===== src/rtl/line_timing_tracker.sv =====
`default_nettype none
// ============================================================================
// Module   : line_timing_tracker
// Purpose  : Measures video line timing from vsync/de, locks onto stable frames
//            and publishes line-buffer delay-line latencies.
// Revision : 1.0
// ============================================================================
module line_timing_tracker #(
  parameter int LSIZE       = 16,
  parameter int DELAY_LINE  = 2,
  parameter int RAM_DELAY   = 3,
  parameter int LOCK_FRAMES = 2
) (
  input  logic             clock,
  input  logic             rst_n,
  input  logic             vsync,
  input  logic             de,
  output logic [LSIZE-1:0] active_width,
  output logic [LSIZE-1:0] line_total,
  output logic [LSIZE-1:0] line_lat,
  output logic [LSIZE-1:0] frame_lat,
  output logic [LSIZE-1:0] line_count,
  output logic             locked,
  output logic             timing_err
);

  localparam int               c_wide_w    = LSIZE + 4;
  localparam logic [LSIZE-1:0] c_ones      = '1;
  localparam logic [LSIZE-1:0] c_one       = LSIZE'(1);
  localparam logic [LSIZE-1:0] c_two       = LSIZE'(2);
  localparam logic [LSIZE-1:0] c_ram_delay = LSIZE'(RAM_DELAY);
  localparam logic [c_wide_w-1:0] c_dl_wide   = c_wide_w'(DELAY_LINE);
  localparam logic [c_wide_w-1:0] c_ones_wide = {4'b0000, c_ones};
  localparam logic [3:0]       c_lock      = 4'(LOCK_FRAMES);

  localparam logic [1:0] c_st_search = 2'd0;
  localparam logic [1:0] c_st_verify = 2'd1;
  localparam logic [1:0] c_st_locked = 2'd2;

  logic             r_vs, r_de, r_armed, r_in_line, r_pact, r_have_per, r_bad;
  logic [LSIZE-1:0] r_wcnt, r_pcnt, r_lines, r_fwidth, r_fper;
  logic [LSIZE-1:0] r_cand_w, r_cand_p, r_cand_n;
  logic [LSIZE-1:0] r_active_width, r_line_total, r_line_lat, r_frame_lat, r_line_count;
  logic             r_locked, r_timing_err;
  logic [1:0]       r_state, w_state_n;
  logic [3:0]       r_match_cnt, w_match_cnt_n, w_match_inc;

  logic             w_vs_rise, w_vs_fall, w_de_rise, w_de_fall, w_per_done, w_first_line;
  logic             w_wcnt_sat, w_pcnt_sat, w_bad_n, w_eval, w_valid, w_match;
  logic             w_load_cand, w_publish, w_drop;
  logic [LSIZE-1:0] w_lines_n, w_fwidth_n, w_fper_n, w_line_lat, w_frame_lat;
  logic [c_wide_w-1:0] w_prod_wide;

  assign w_vs_rise  = vsync & ~r_vs;
  assign w_vs_fall  = ~vsync & r_vs;
  // de is ignored under vsync, except a line ending exactly as vsync rises.
  assign w_de_rise  = de & ~r_de & ~vsync & ~r_vs;
  assign w_de_fall  = ~de & r_de & r_in_line & (~vsync | w_vs_rise);
  assign w_per_done = w_de_rise & r_pact;

  assign w_first_line = (r_lines == '0);
  assign w_wcnt_sat   = (r_wcnt == c_ones);
  assign w_pcnt_sat   = (r_pcnt == c_ones);

  // Frame statistics including any event in this cycle, so a coincident
  // de fall is counted before the frame is evaluated.
  assign w_lines_n  = (w_de_fall && r_lines != c_ones) ? r_lines + c_one : r_lines;
  assign w_fwidth_n = (w_de_fall & w_first_line) ? r_wcnt : r_fwidth;
  assign w_fper_n   = (w_per_done & ~r_have_per) ? r_pcnt : r_fper;
  assign w_bad_n    = r_bad | w_wcnt_sat | w_pcnt_sat | (w_lines_n == c_ones)
                    | (w_de_fall & ~w_first_line & (r_wcnt != r_fwidth))
                    | (w_per_done & r_have_per & (r_pcnt != r_fper));

  assign w_prod_wide = c_wide_w'(w_fper_n) * c_dl_wide;
  assign w_line_lat  = w_fper_n - c_ram_delay;
  assign w_frame_lat = w_prod_wide[LSIZE-1:0] - c_ram_delay;

  assign w_eval  = w_vs_rise & r_armed;
  assign w_valid = ~w_bad_n & (w_lines_n >= c_two) & (w_fper_n > c_ram_delay)
                 & (w_fper_n > w_fwidth_n) & (w_prod_wide <= c_ones_wide);
  assign w_match = (w_fwidth_n == r_cand_w) & (w_fper_n == r_cand_p) & (w_lines_n == r_cand_n);
  assign w_match_inc = r_match_cnt + 4'd1;

  always_ff @(posedge clock or negedge rst_n) begin
    if (!rst_n) begin
      r_vs       <= 1'b0;
      r_de       <= 1'b0;
      r_armed    <= 1'b0;
      r_in_line  <= 1'b0;
      r_pact     <= 1'b0;
      r_have_per <= 1'b0;
      r_bad      <= 1'b0;
      r_wcnt     <= '0;
      r_pcnt     <= '0;
      r_lines    <= '0;
      r_fwidth   <= '0;
      r_fper     <= '0;
    end else begin
      r_vs <= vsync;
      r_de <= de;
      if (w_vs_fall) begin
        r_armed    <= 1'b1;
        r_in_line  <= 1'b0;
        r_pact     <= 1'b0;
        r_have_per <= 1'b0;
        r_bad      <= 1'b0;
        r_wcnt     <= '0;
        r_pcnt     <= '0;
        r_lines    <= '0;
        r_fwidth   <= '0;
        r_fper     <= '0;
      end else begin
        if (w_de_rise) begin
          r_in_line <= 1'b1;
          r_wcnt    <= c_one;
        end else if (w_de_fall) begin
          r_in_line <= 1'b0;
        end else if (r_in_line && de && !w_wcnt_sat) begin
          r_wcnt <= r_wcnt + c_one;
        end
        if (w_de_rise) begin
          r_pact <= 1'b1;
          r_pcnt <= c_one;
        end else if (r_pact && !vsync && !w_pcnt_sat) begin
          r_pcnt <= r_pcnt + c_one;
        end
        if (w_per_done) r_have_per <= 1'b1;
        r_lines  <= w_lines_n;
        r_fwidth <= w_fwidth_n;
        r_fper   <= w_fper_n;
        r_bad    <= w_bad_n;
      end
    end
  end

  always_ff @(posedge clock or negedge rst_n) begin
    if (!rst_n) r_state <= c_st_search;
    else        r_state <= w_state_n;
  end

  always_comb begin
    w_state_n = r_state;
    case (r_state)
      c_st_search: if (w_eval && w_valid) w_state_n = (c_lock == 4'd1) ? c_st_locked : c_st_verify;
      c_st_verify: begin
        if (w_eval) begin
          if (w_valid && w_match) begin
            if (w_match_inc == c_lock) w_state_n = c_st_locked;
          end else if (!w_valid) begin
            w_state_n = c_st_search;
          end
        end
      end
      c_st_locked: if (w_eval && !(w_valid && w_match)) w_state_n = c_st_search;
      default:     w_state_n = c_st_search;
    endcase
  end

  always_comb begin
    w_load_cand   = 1'b0;
    w_publish     = 1'b0;
    w_drop        = 1'b0;
    w_match_cnt_n = r_match_cnt;
    case (r_state)
      c_st_search: begin
        if (w_eval && w_valid) begin
          w_load_cand   = 1'b1;
          w_match_cnt_n = 4'd1;
          w_publish     = (c_lock == 4'd1);
        end
      end
      c_st_verify: begin
        if (w_eval) begin
          if (w_valid && w_match) begin
            w_match_cnt_n = w_match_inc;
            w_publish     = (w_match_inc == c_lock);
          end else if (w_valid) begin
            w_load_cand   = 1'b1;
            w_match_cnt_n = 4'd1;
          end else begin
            w_match_cnt_n = 4'd0;
          end
        end
      end
      c_st_locked: begin
        if (w_eval && !(w_valid && w_match)) begin
          w_drop        = 1'b1;
          w_match_cnt_n = 4'd0;
        end
      end
      default: w_match_cnt_n = 4'd0;
    endcase
  end

  // Published values come from the frame just evaluated, which equals the candidate.
  always_ff @(posedge clock or negedge rst_n) begin
    if (!rst_n) begin
      r_match_cnt    <= 4'd0;
      r_cand_w       <= '0;
      r_cand_p       <= '0;
      r_cand_n       <= '0;
      r_active_width <= '0;
      r_line_total   <= '0;
      r_line_lat     <= '0;
      r_frame_lat    <= '0;
      r_line_count   <= '0;
      r_locked       <= 1'b0;
      r_timing_err   <= 1'b0;
    end else begin
      r_match_cnt  <= w_match_cnt_n;
      r_timing_err <= w_drop;
      if (w_load_cand) begin
        r_cand_w <= w_fwidth_n;
        r_cand_p <= w_fper_n;
        r_cand_n <= w_lines_n;
      end
      if (w_publish) begin
        r_active_width <= w_fwidth_n;
        r_line_total   <= w_fper_n;
        r_line_count   <= w_lines_n;
        r_line_lat     <= w_line_lat;
        r_frame_lat    <= w_frame_lat;
        r_locked       <= 1'b1;
      end else if (w_drop) begin
        r_locked <= 1'b0;
      end
    end
  end

  assign active_width = r_active_width;
  assign line_total   = r_line_total;
  assign line_lat     = r_line_lat;
  assign frame_lat    = r_frame_lat;
  assign line_count   = r_line_count;
  assign locked       = r_locked;
  assign timing_err   = r_timing_err;

endmodule
`default_nettype wire


===== config.mk =====
export PLATFORM = sky130hd
export DESIGN_NAME = line_timing_tracker
export DESIGN_NICKNAME = d
export VERILOG_FILES = /design/src/rtl/line_timing_tracker.sv
export SDC_FILE = /design/constraint.sdc
export NUM_CORES = 1
export LEC_CHECK = 0
export ABC_AREA = 1
export CAP_MARGIN = 15
export CORE_MARGIN = 2
export CORE_UTILIZATION = 35
export DETAILED_ROUTE_END_ITERATION = 10
export MAX_ROUTING_LAYER = met4
export PLACE_DENSITY = 0.54
export RECOVER_POWER = 50
export SLEW_MARGIN = 15
export SYNTH_ARGS = -nofsm -noshare
export SYNTH_HDL_FRONTEND = slang
export SYNTH_SLANG_ARGS = --single-unit
export TNS_END_PERCENT = 20

===== constraint.sdc =====
create_clock -name clock -period 8.1 [get_ports clock]
set_input_delay 0.81 -clock clock [delete_from_list [all_inputs] [get_ports clock]]
set_output_delay 0.81 -clock clock [all_outputs]
set_load 0.1 [all_outputs]

==> results.cfg <==
[critical_path]
cp-startpoint = vsync
startpoint_type = primary input
r2r_end = r_cand_n[7]
arrival_ps = 6110
cp_slowest_stage_delay_ps = 790
crit_type = primary input to flip-flop
regToRegSetupSlack_ps = 2510
worst_path_max_delay_cell = nand2_2
end_kind = flip-flop
rr_startpoint = r_lines[0]
rr_worst_depth = 25
cpMostUsedCell = nand2_1
worstPathRequired_ps = 8510
cp_cell_sequence = dlygate4sd3_1 -> nand2_1 -> inv_2 -> nor2_4 -> nand3_2 -> nand2_1 -> nand2_1 -> ha_1 -> nand2_1 -> nor2_1 -> nand4_1 -> nor2_1 -> nand4_1 -> nand2_1 -> nor2_1 -> nand2_1 -> nor2_2 -> nand2_1 -> inv_2 -> nand4_4 -> nand2_2 -> buf_4 -> o21ai_0
path_max_fanout = 38

[sta]
hold_viol = 0
slew_headroom = -2.714
fin_crit_sh = 0.7032
setup_viol = 0
final.setup.tns_ps = 0
fin_crit_ps = 5696
worst_slew_pin_slew_ps = 5571
final.setup_skew_ps = 12.39
slew_violations = 157
grt_setup_unrepaired = no
fmax_mhz = 175.6

[final_layout]
num-fill-cells = 3686
finish.utilization = 0.4142
area_growth_pct = 16.15
nets = 1823
seq_area_mm2 = 0.005555
drive_gt1_frac = 0.05562
finalInstanceArea_mm2 = 0.01477
multi_input_area_mm2 = 0.005933

[floorplan]
die-area_mm2 = 0.03787
num_rows = 69
ios = 86
die_width_um = 194.6
initial_core_util = 0.3566
coreArea_mm2 = 0.03566
fp.dieH_um = 194.6

[placed_design]
port_buffers = 85
hpwl_mm = 27.60
placed_area_mm2 = 0.01385
gp_congestion = 0.8931

[cts]
cts_resized = 0
clk-insertion-delay-late_ps = 540
cts_inserted_buffers = 27
cts_tree = done
cts.sinks = 222
clockBufferDepth = 3
postCtsHoldBufs = 0
clockRootBuffer = clkbuf_16
h-tree-depth = 1
cts_setup_buffers = 0
cts.clk_slew.worst_paths_ps = 60

[outcome]
violations = max-capacitance violations, max-slew violations
status = finished with violations

[logic_synthesis]
synth_edf_count = 0
synth_area_mm2 = 0.01272
synth-warning-count = 0
syn_inst = 1726
ys_types = 38
syn_avg_cell_area_um2 = 7.367
synth_commonest_cells = nand2_1 (540), dfrtp_1 (222), inv_1 (217), nor2_1 (182), nand3_1 (108)
async_reset_ff_frac = 1.000
synth_most_common_cell = nand2_1
synth_seq_area_share = 0.4369
synth_top_cell_by_area = dfrtp_1
synthesis.nets = 1753
synth_seq_cells = 222
ys.flop_type = dfrtp_1
yosys-top-cells-area = dfrtp_1 (44%), nand2_1 (16%), inv_1 (6.4%), nor2_1 (5.4%), nand3_1 (4.3%)
synth_top_area_frac = 0.4369

[worst_hold_path]
min_to = frame_lat[0]
hold-path-cell-count = 2
hp-start = frame_lat[0]
hold_class = flip-flop to flip-flop

[global_routing]
grt-ovfl-total = 0
grt_pass1_wl_mm = 60.20
grt_max_degree = 106
grt_use_total = 0.2070
antenna_found_initial = 0
grt_pass1_vias = 10710

[routing]
drc_errors = 0
dr.pass1.iters = 8
routed_wl_mm = 38.11
drtAntennaViolNets = 0
vias_per_cell = 4.959
vias = 11300
wl_per_cell_um = 16.73
drtIter0Drc = 755

[run]
drv_cap = 2

[power]
p_leak_nw = 7.374
max-vdd-ir-drop_uv = 155.7
finalPower_mw = 3.291
powerDensity_mw_per_mm2 = 222.8
cell families (layout without fill, tap and decap cells):
logic type / Yosys count / after routing / share of synthesized area
AOI/OAI and AO/OA: 184 / 184 / 0.08019
xor gates and xnor gates: 52 / 52 / 0.03582
adders and majority gates: 23 / 23 / 0.02263
buffers and inverters: 282 / 372 / 0.09771
DFF: 222 / 222 / 0.4369
other: 0 / 1 / 0
and+or+nand+nor: 963 / 963 / 0.3268
flip-flops by register name, summed over array words and instances (netlist names), 2 cells and up:
signal        count
r_fwidth         16
line_count       16
r_match_cnt       4
r_pcnt           16
r_fper           16
line_total       16
r_cand_n         16
r_wcnt           16
r_cand_p         16
r_cand_w         16
active_width     16
line_lat         16
r_state           2
r_lines          16
frame_lat        15
how the worst max path moves through the flow:
stage / to / slack [ps] / cells after the start
after global placement: line_lat[6] / 2010 / 24
after CTS: r_cand_n[7] / 2550 / 23
final: r_cand_n[7] / 2400 / 23
after detailed placement: r_cand_n[7] / 1980 / 23
after global routing: line_count[2] / 1370 / 1
after floorplan: line_lat[0] / 4620 / 24
worst max-delay path, delay by kind of cell:
kind                       cells  cell delay, ps
AOI/OAI and AO/OA              1             120
adders and majority gates      1             320
buffers and inverters          4            1180
and+or+nand+nor               17            3660
cell usage in the layout (no fill, tap or decap), types with 9 or more instances in the layout:
cell / n
dfrtp_1: 222
clkdlybuf4s50_1: 82
xnor2_1: 13
nor3_1: 23
ha_1: 23
o21ai_0: 33
nand3b_1: 23
nor2_1: 181
nand3_1: 108
nand2_2: 11
nand4_1: 52
clkbuf_1: 10
nand2_1: 539
clkbuf_16: 27
o21ai_1: 91
xor2_1: 39
a21oi_1: 39
inv_1: 217
buf_4: 9
per-layer routing:
layer,up-vias,track usage,part of all wire
met5,-,-,0
met4,0,0.06154,0.025
met3,65,0.02516,0.052
met2,300,0.3282,0.46
met1,5310,0.2784,0.46
li1,5621,-,-
power breakdown:
group	total, mW	leakage (nW)	internal [mW]	switching [mW]
sequential	1.33	2.93	1.23	0.0978
combinational	0.726	4.00	0.246	0.479
clock	1.24	0.444	0.754	0.484
metrics by stage:
step,hold WS [ps],setup WS [ps],cells
2_1_floorplan,434.0,4615,1726
3_3_place_gp,449.3,2014,2227
3_5_place_dp,456.6,1980,2227
4_1_cts,352.6,2546,2276
5_1_grt,492.4,1366,2277
6_report,467.6,2404,2278
final cells by class:
class / count / share of cell area
clock inverter: 10 / 0.009149
timing repair buffer: 97 / 0.06413
multi-input combinational: 1222 / 0.4017
inverter: 226 / 0.05744
clock buffer: 39 / 0.05219
sequential: 222 / 0.3761
tap: 461 / 0.03905
antenna: 1 / 0.0001694
(Power assumes the default switching activity.)
==> variant 1, RTL diff (same settings) <==
Put one more register stage on the output `line_count`, with the module's reset. The value now appears one clock later. The other outputs are not delayed to match.
--- a/src/rtl/line_timing_tracker.sv
+++ b/src/rtl/line_timing_tracker.sv
@@ -233,3 +233,9 @@
   assign frame_lat    = r_frame_lat;
-  assign line_count   = r_line_count;
+  always_ff @(posedge clock or negedge rst_n) begin
+    if (!rst_n) begin
+      line_count <= '0;
+    end else begin
+      line_count <= r_line_count;
+    end
+  end
   assign locked       = r_locked;
Check against the original RTL: no difference found for any inputs over 10 cycles, from zero or initial values and one cycle with rst_n low; that may be too few to reach the edited logic, so the function may still have changed.
==> variant 1 against the unedited design <==
The run still ends with capacitance limit, slew limit left. Global-route usage down 0.58 points. Combinational power grew 4.0%. Clock skew up 0.0021 ns. Sequential share of layout area grew 1.4 points. Worst setup slack got worse by 0.21 ns. Critical path depth decreased by 3. Wire length fell by 2.4%. Count of clock-buffer cells in the layout rose by 4. Cell area rose by 3.3%. Sequential cell count rose by 16. Hold slack worse by 0.094 ns. Power rose by 9.1%. Synthesized area grew 2.5%. Largest cell class is now registers.
==> variant 1: results (changes against the unedited design) <==
- Largest net degree at the start of global routing: 142 (+34%)
- R2r startpoint: r_vs
- Critical path endpoint: r_cand_n[1]
- Skew final: 0.01446 ns (+0.002068 ns)
- Adder-Cell Fraction of Synth Area: 2.207% (-0.056 points)
- Number of fill cells in the layout: 3769 (+2.3%)
- Non-clock buffer share of cell area: 6.013% (-0.40 points)
- XOR/XNOR share of the synthesized area: 4.165% (+0.58 points)
- CP max stage delay: 0.74 ns (-0.05 ns)
- Worst Min Path Start: r_line_count[6]
- CTS Buf Count: 28 (+3.7%)
- MaxCap Viol Count: 2 (unchanged)
- Drt total wl: 37.19 mm (-2.4%)
- Max-slew violation count: 152 (-3.2%)
- First-pass GRT wire length: 59.93 mm (-0.45%)
- Multi-input gate share of the layout cell area: 38.46% (-1.7 points)
- Synth top cells by count: 539 x nand2_1, 238 x dfrtp_1, 227 x inv_1, 186 x nor2_1, 110 x o21ai_1
- Met1 Routed Length: 18.08 mm (+2.2%)
- Vias in the first global route: 10920 (+2.0%)
- VDD IR max: 0.1411 mV (-9.4%)
- M2 GR Usage: 30.39% (-2.4 points)
- Final Hold Viols: 0 (unchanged)
- Place WS: 1.698 ns (-0.2816 ns)
- Met2 wire len: 16.47 mm (-5.7%)
- ANT cells: 0 (-1)
- Failing checks: capacitance limit, slew limit
- FF/Latch Area: 5956 µm² (+7.2%)
- Inverters: 235 (+4.0%)
- Hold Crit Endpoint: line_count[6]
- Reg-to-reg slack, setup: 2.69 ns (+0.18 ns)
- Crit-path slowest cell: o21ai_1
- Status: finished with violations
- Grt met3 use: 2.373% (-0.14 points)
- Initial DRC count: 857 (+14%)
- Overall routing resource usage: 20.12% (-0.58 points)
- LEAKAGE: 7.628 nW (+3.4%)
- Non-clk bufs: 94 (-3.1%)
- Reg2Reg Depth: 19 (-24%)
- Worst-Margin Slew: 5.327 ns (-0.2436 ns)
- Final HPWL from detailed placement: 26.91 mm (-2.5%)
- Clkbuf count: 43 (+10%)
- Routed wl met3: 1.617 mm (-19%)
- Crit path max fanout: 33 (-13%)
- Clock-cell share: 6.858% (+0.72 points)
- Final #Nets: 1844 (+1.2%)
- Crit. Startpoint: vsync
- Met1 GRT Util: 28.36% (+0.52 points)
- Layout cells sized above 1: 6.039% (+0.48 points)
- Critical Path AT: 6.39 ns (+0.28 ns)
- Via density: 4.852 (-2.2%)
- RD Place Congestion: 0.8989 (+0.65%)
- Post-synthesis sequential area ratio: 45.68% (+2.0 points)
- Complex-gate fraction of the synthesized area: 7.581% (-0.44 points)
- Clk Latency, worst-skew pair: 0.57 ns (+0.03 ns)
- Synth top area cells: dfrtp_1 46%, nand2_1 16%, inv_1 6.5%
- Synth unique cells: 36 (-5.3%)
- Multi-input gates: 1220 (-0.16%)
- Max Clk Rate: 169.3 MHz (-3.5%)
- First-pass DRT Iterations: 5 (-3)
==> variant 1: cell count changes after synthesis, sizes merged, moves of 3 or more <==
cell	change
nor2	+3
o21ai	+6
nand2	+11
xnor2	+12
dfrtp	+16
a21oi	-5
clkbuf	-5
nand3b	-10
nor3	-9
inv	+8
nand4	-8
==> variant 1: stage by stage <==
step	hold WS, ns	cell area (µm²)	power [mW]	util, %	cells
floorplan	0.3540	13040	1.981	-	1744
global placement	0.3662	14220	2.188	38.86	2255
detailed placement	0.3610	14220	2.199	38.86	2255
CTS	0.2891	15270	3.629	41.71	2306
global route	0.3922	15250	3.805	41.66	2306
finish	0.3733	15250	3.591	41.66	2306
==> variant 1: where the power goes <==
| group | internal (mW) | switching, mW |
|---|---|---|
| combinational | 0.261 | 0.494 |
| clock | 0.887 | 0.525 |
| sequential | 1.32 | 0.102 |
==> variant 2, RTL diff (same settings) <==
Made on the original files. Change the parameter `LSIZE` from 16 to 8.
--- a/src/rtl/line_timing_tracker.sv
+++ b/src/rtl/line_timing_tracker.sv
@@ -8,3 +8,3 @@
 module line_timing_tracker #(
-  parameter int LSIZE       = 16,
+  parameter int LSIZE       = 8,
   parameter int DELAY_LINE  = 2,
Interface: changed (5 resized); port bits go from 86 to 46. No check against the original RTL was run, so the function may have changed too.
==> variant 2 against the unedited design <==
The run still ends with capacitance limit, slew limit left. Cell area fell by 46%. Synthesized cell count is 48% lower. Wire length shrank 55%. First-iteration DRC count decreased by 45%. Power decreased by 45%. Worst setup slack improved by 1.2 ns. Synthesized area fell by 47%. Die area shrank 46%. Cell count decreased by 47%. Count of clock-buffer cells in the layout shrank 21. Register-to-register slack better by 1.5 ns. Sequential cell count decreased by 104. Critical endpoint is now r_wcnt[5].
==> variant 2: results (changes against the unedited design) <==
- Synth top area cells: dfrtp_1 44%, nand2_1 15%, inv_1 6.8%
- Skew final: 0.01450 ns (+0.002103 ns)
- Initial antenna violation count: 0 (unchanged)
- Overall routing resource usage: 18.52% (-2.2 points)
- Initial DRC count: 415 (-45%)
- Main synth FF type: dfrtp_1
- Post-synthesis sequential area ratio: 43.74% (+0.048 points)
- Final HPWL from detailed placement: 12.41 mm (-55%)
- DR vias: 5647 (-50%)
- Synth unique cells: 41 (+7.9%)
- Largest net degree at the start of global routing: 67 (-37%)
- # resized after CTS: 0 (unchanged)
- Worst-path clk slew: 0.06 ns (about the same)
- PortBufs: 45 (-47%)
- Clk Latency, worst-skew pair: 0.43 ns (-0.11 ns)
- Setup bufs post-CTS: 0 (unchanged)
- Type of the worst min-delay path: flip-flop to flip-flop
- CTS Buf Count: 17 (-37%)
- Failing checks: capacitance limit, slew limit
- Syn Nets: 910 (-48%)
- Drt total wl: 17.09 mm (-55%)
- Post-synth ARST share: 100.0% (unchanged)
- LEAKAGE: 3.971 nW (-46%)
- Max-Slew Margin vs Limit: -99.49% (+170 points)
- Vias in the first global route: 5310 (-50%)
- Crit path max fanout: 30 (-21%)
- VDD IR max: 0.1621 mV (+4.1%)
- Final #Nets: 954 (-48%)
- Synth top cells by count: 263 x nand2_1, 122 x inv_1, 118 x dfrtp_1, 81 x nand3_1, 79 x nor2_1
- RD Place Congestion: 0.8470 (-5.2%)
- Max-slew violation count: 85 (-46%)
- H-tree lvl count: 4 (+3)
- Clock Tree Buf Depth: 2 (-1)
- MaxCap Viol Count: 2 (unchanged)
- Cell Area, Placed: 7382 µm² (-47%)
- ANT cells: 0 (-1)
- First-pass DRT Iterations: 6 (-2)
- Layout cells sized above 1: 9.273% (+3.7 points)
- Status: finished with violations
- CP startpoint kind: input pin
- YS warnings: 0 (unchanged)
- First-pass GRT wire length: 28.37 mm (-53%)
- Root buffer cell: clkbuf_16
[variant 2: cell count changes in the layout (fill, tap and decap cells not counted), sizes merged, moves of 25 or more]
cell,change
nand2,-263
nor2,-107
dfrtp,-104
inv,-96
o21ai,-71
clkdlybuf4s50,-40
nand4,-40
nand3,-26
a21oi,-25
[variant 2: worst max-delay path: stages]
cell and delay [ns]:
dlygate4sd3_1 0.62, nor2_1 1.90, nor2_1 0.69, nand2_1 0.45, nand3_1 0.13, a221oi_1 0.25
[variant 2: layout make-up]
type                    count  area [µm²]
clock buffers              18       429.2
clock inverters            14       201.4
fillers                  1925       10830
inverters                 129       489.2
multi-input cells         623        3144
flip-flops and latches    118        2953
well taps                 260       325.3
repair buffers             47       459.2
[variant 2: kinds of logic (layout without fill, tap and decap cells)]
group	Yosys count	in the layout	share of synthesized area [%]
compound gates	87	87	7.209
xor+xnor	23	23	2.984
fa+ha+maj	14	14	2.595
buf+inv	151	208	9.692
flops	118	118	43.74
simple gates	499	499	33.78
[variant 2: path summary, 6_finish.rpt]
check / from / endpoint / slack (ns) / cells past startpoint
min reg2reg: r_armed / r_armed / 0.45 / 2
max reg2reg: r_lines[0] / active_width[1] / 4.06 / 20
min in group asynchronous: rst_n / r_lines[6] / 1.36 / 1
max in group asynchronous: rst_n / r_match_cnt[1] / 4.64 / 2
max: vsync / r_wcnt[5] / 3.56 / 6
min: r_armed / r_armed / 0.45 / 2
[variant 2: per-layer routing]
metal	up-vias	part of all wire, %	global-route usage [%]
li1	2912	-	-
met4	0	0.92	5.367
met1	2631	52	26.37
met5	-	0	-
met3	10	3.2	3.320
met2	94	44	27.02
[variant 2: report_power, final]
part           switching, mW  internal [mW]
clock network          0.293          0.518
registers             0.0440          0.648
logic                  0.194         0.0979
[variant 2: per-stage QoR]
| stage | cells | setup WS [ns] |
|---|---|---|
| 2_1_floorplan | 892 | 4.918 |
| 3_3_place_gp | 1177 | 3.446 |
| 3_5_place_dp | 1177 | 3.339 |
| 4_1_cts | 1209 | 3.744 |
| 5_1_grt | 1209 | 3.233 |
| 6_report | 1209 | 3.558 |
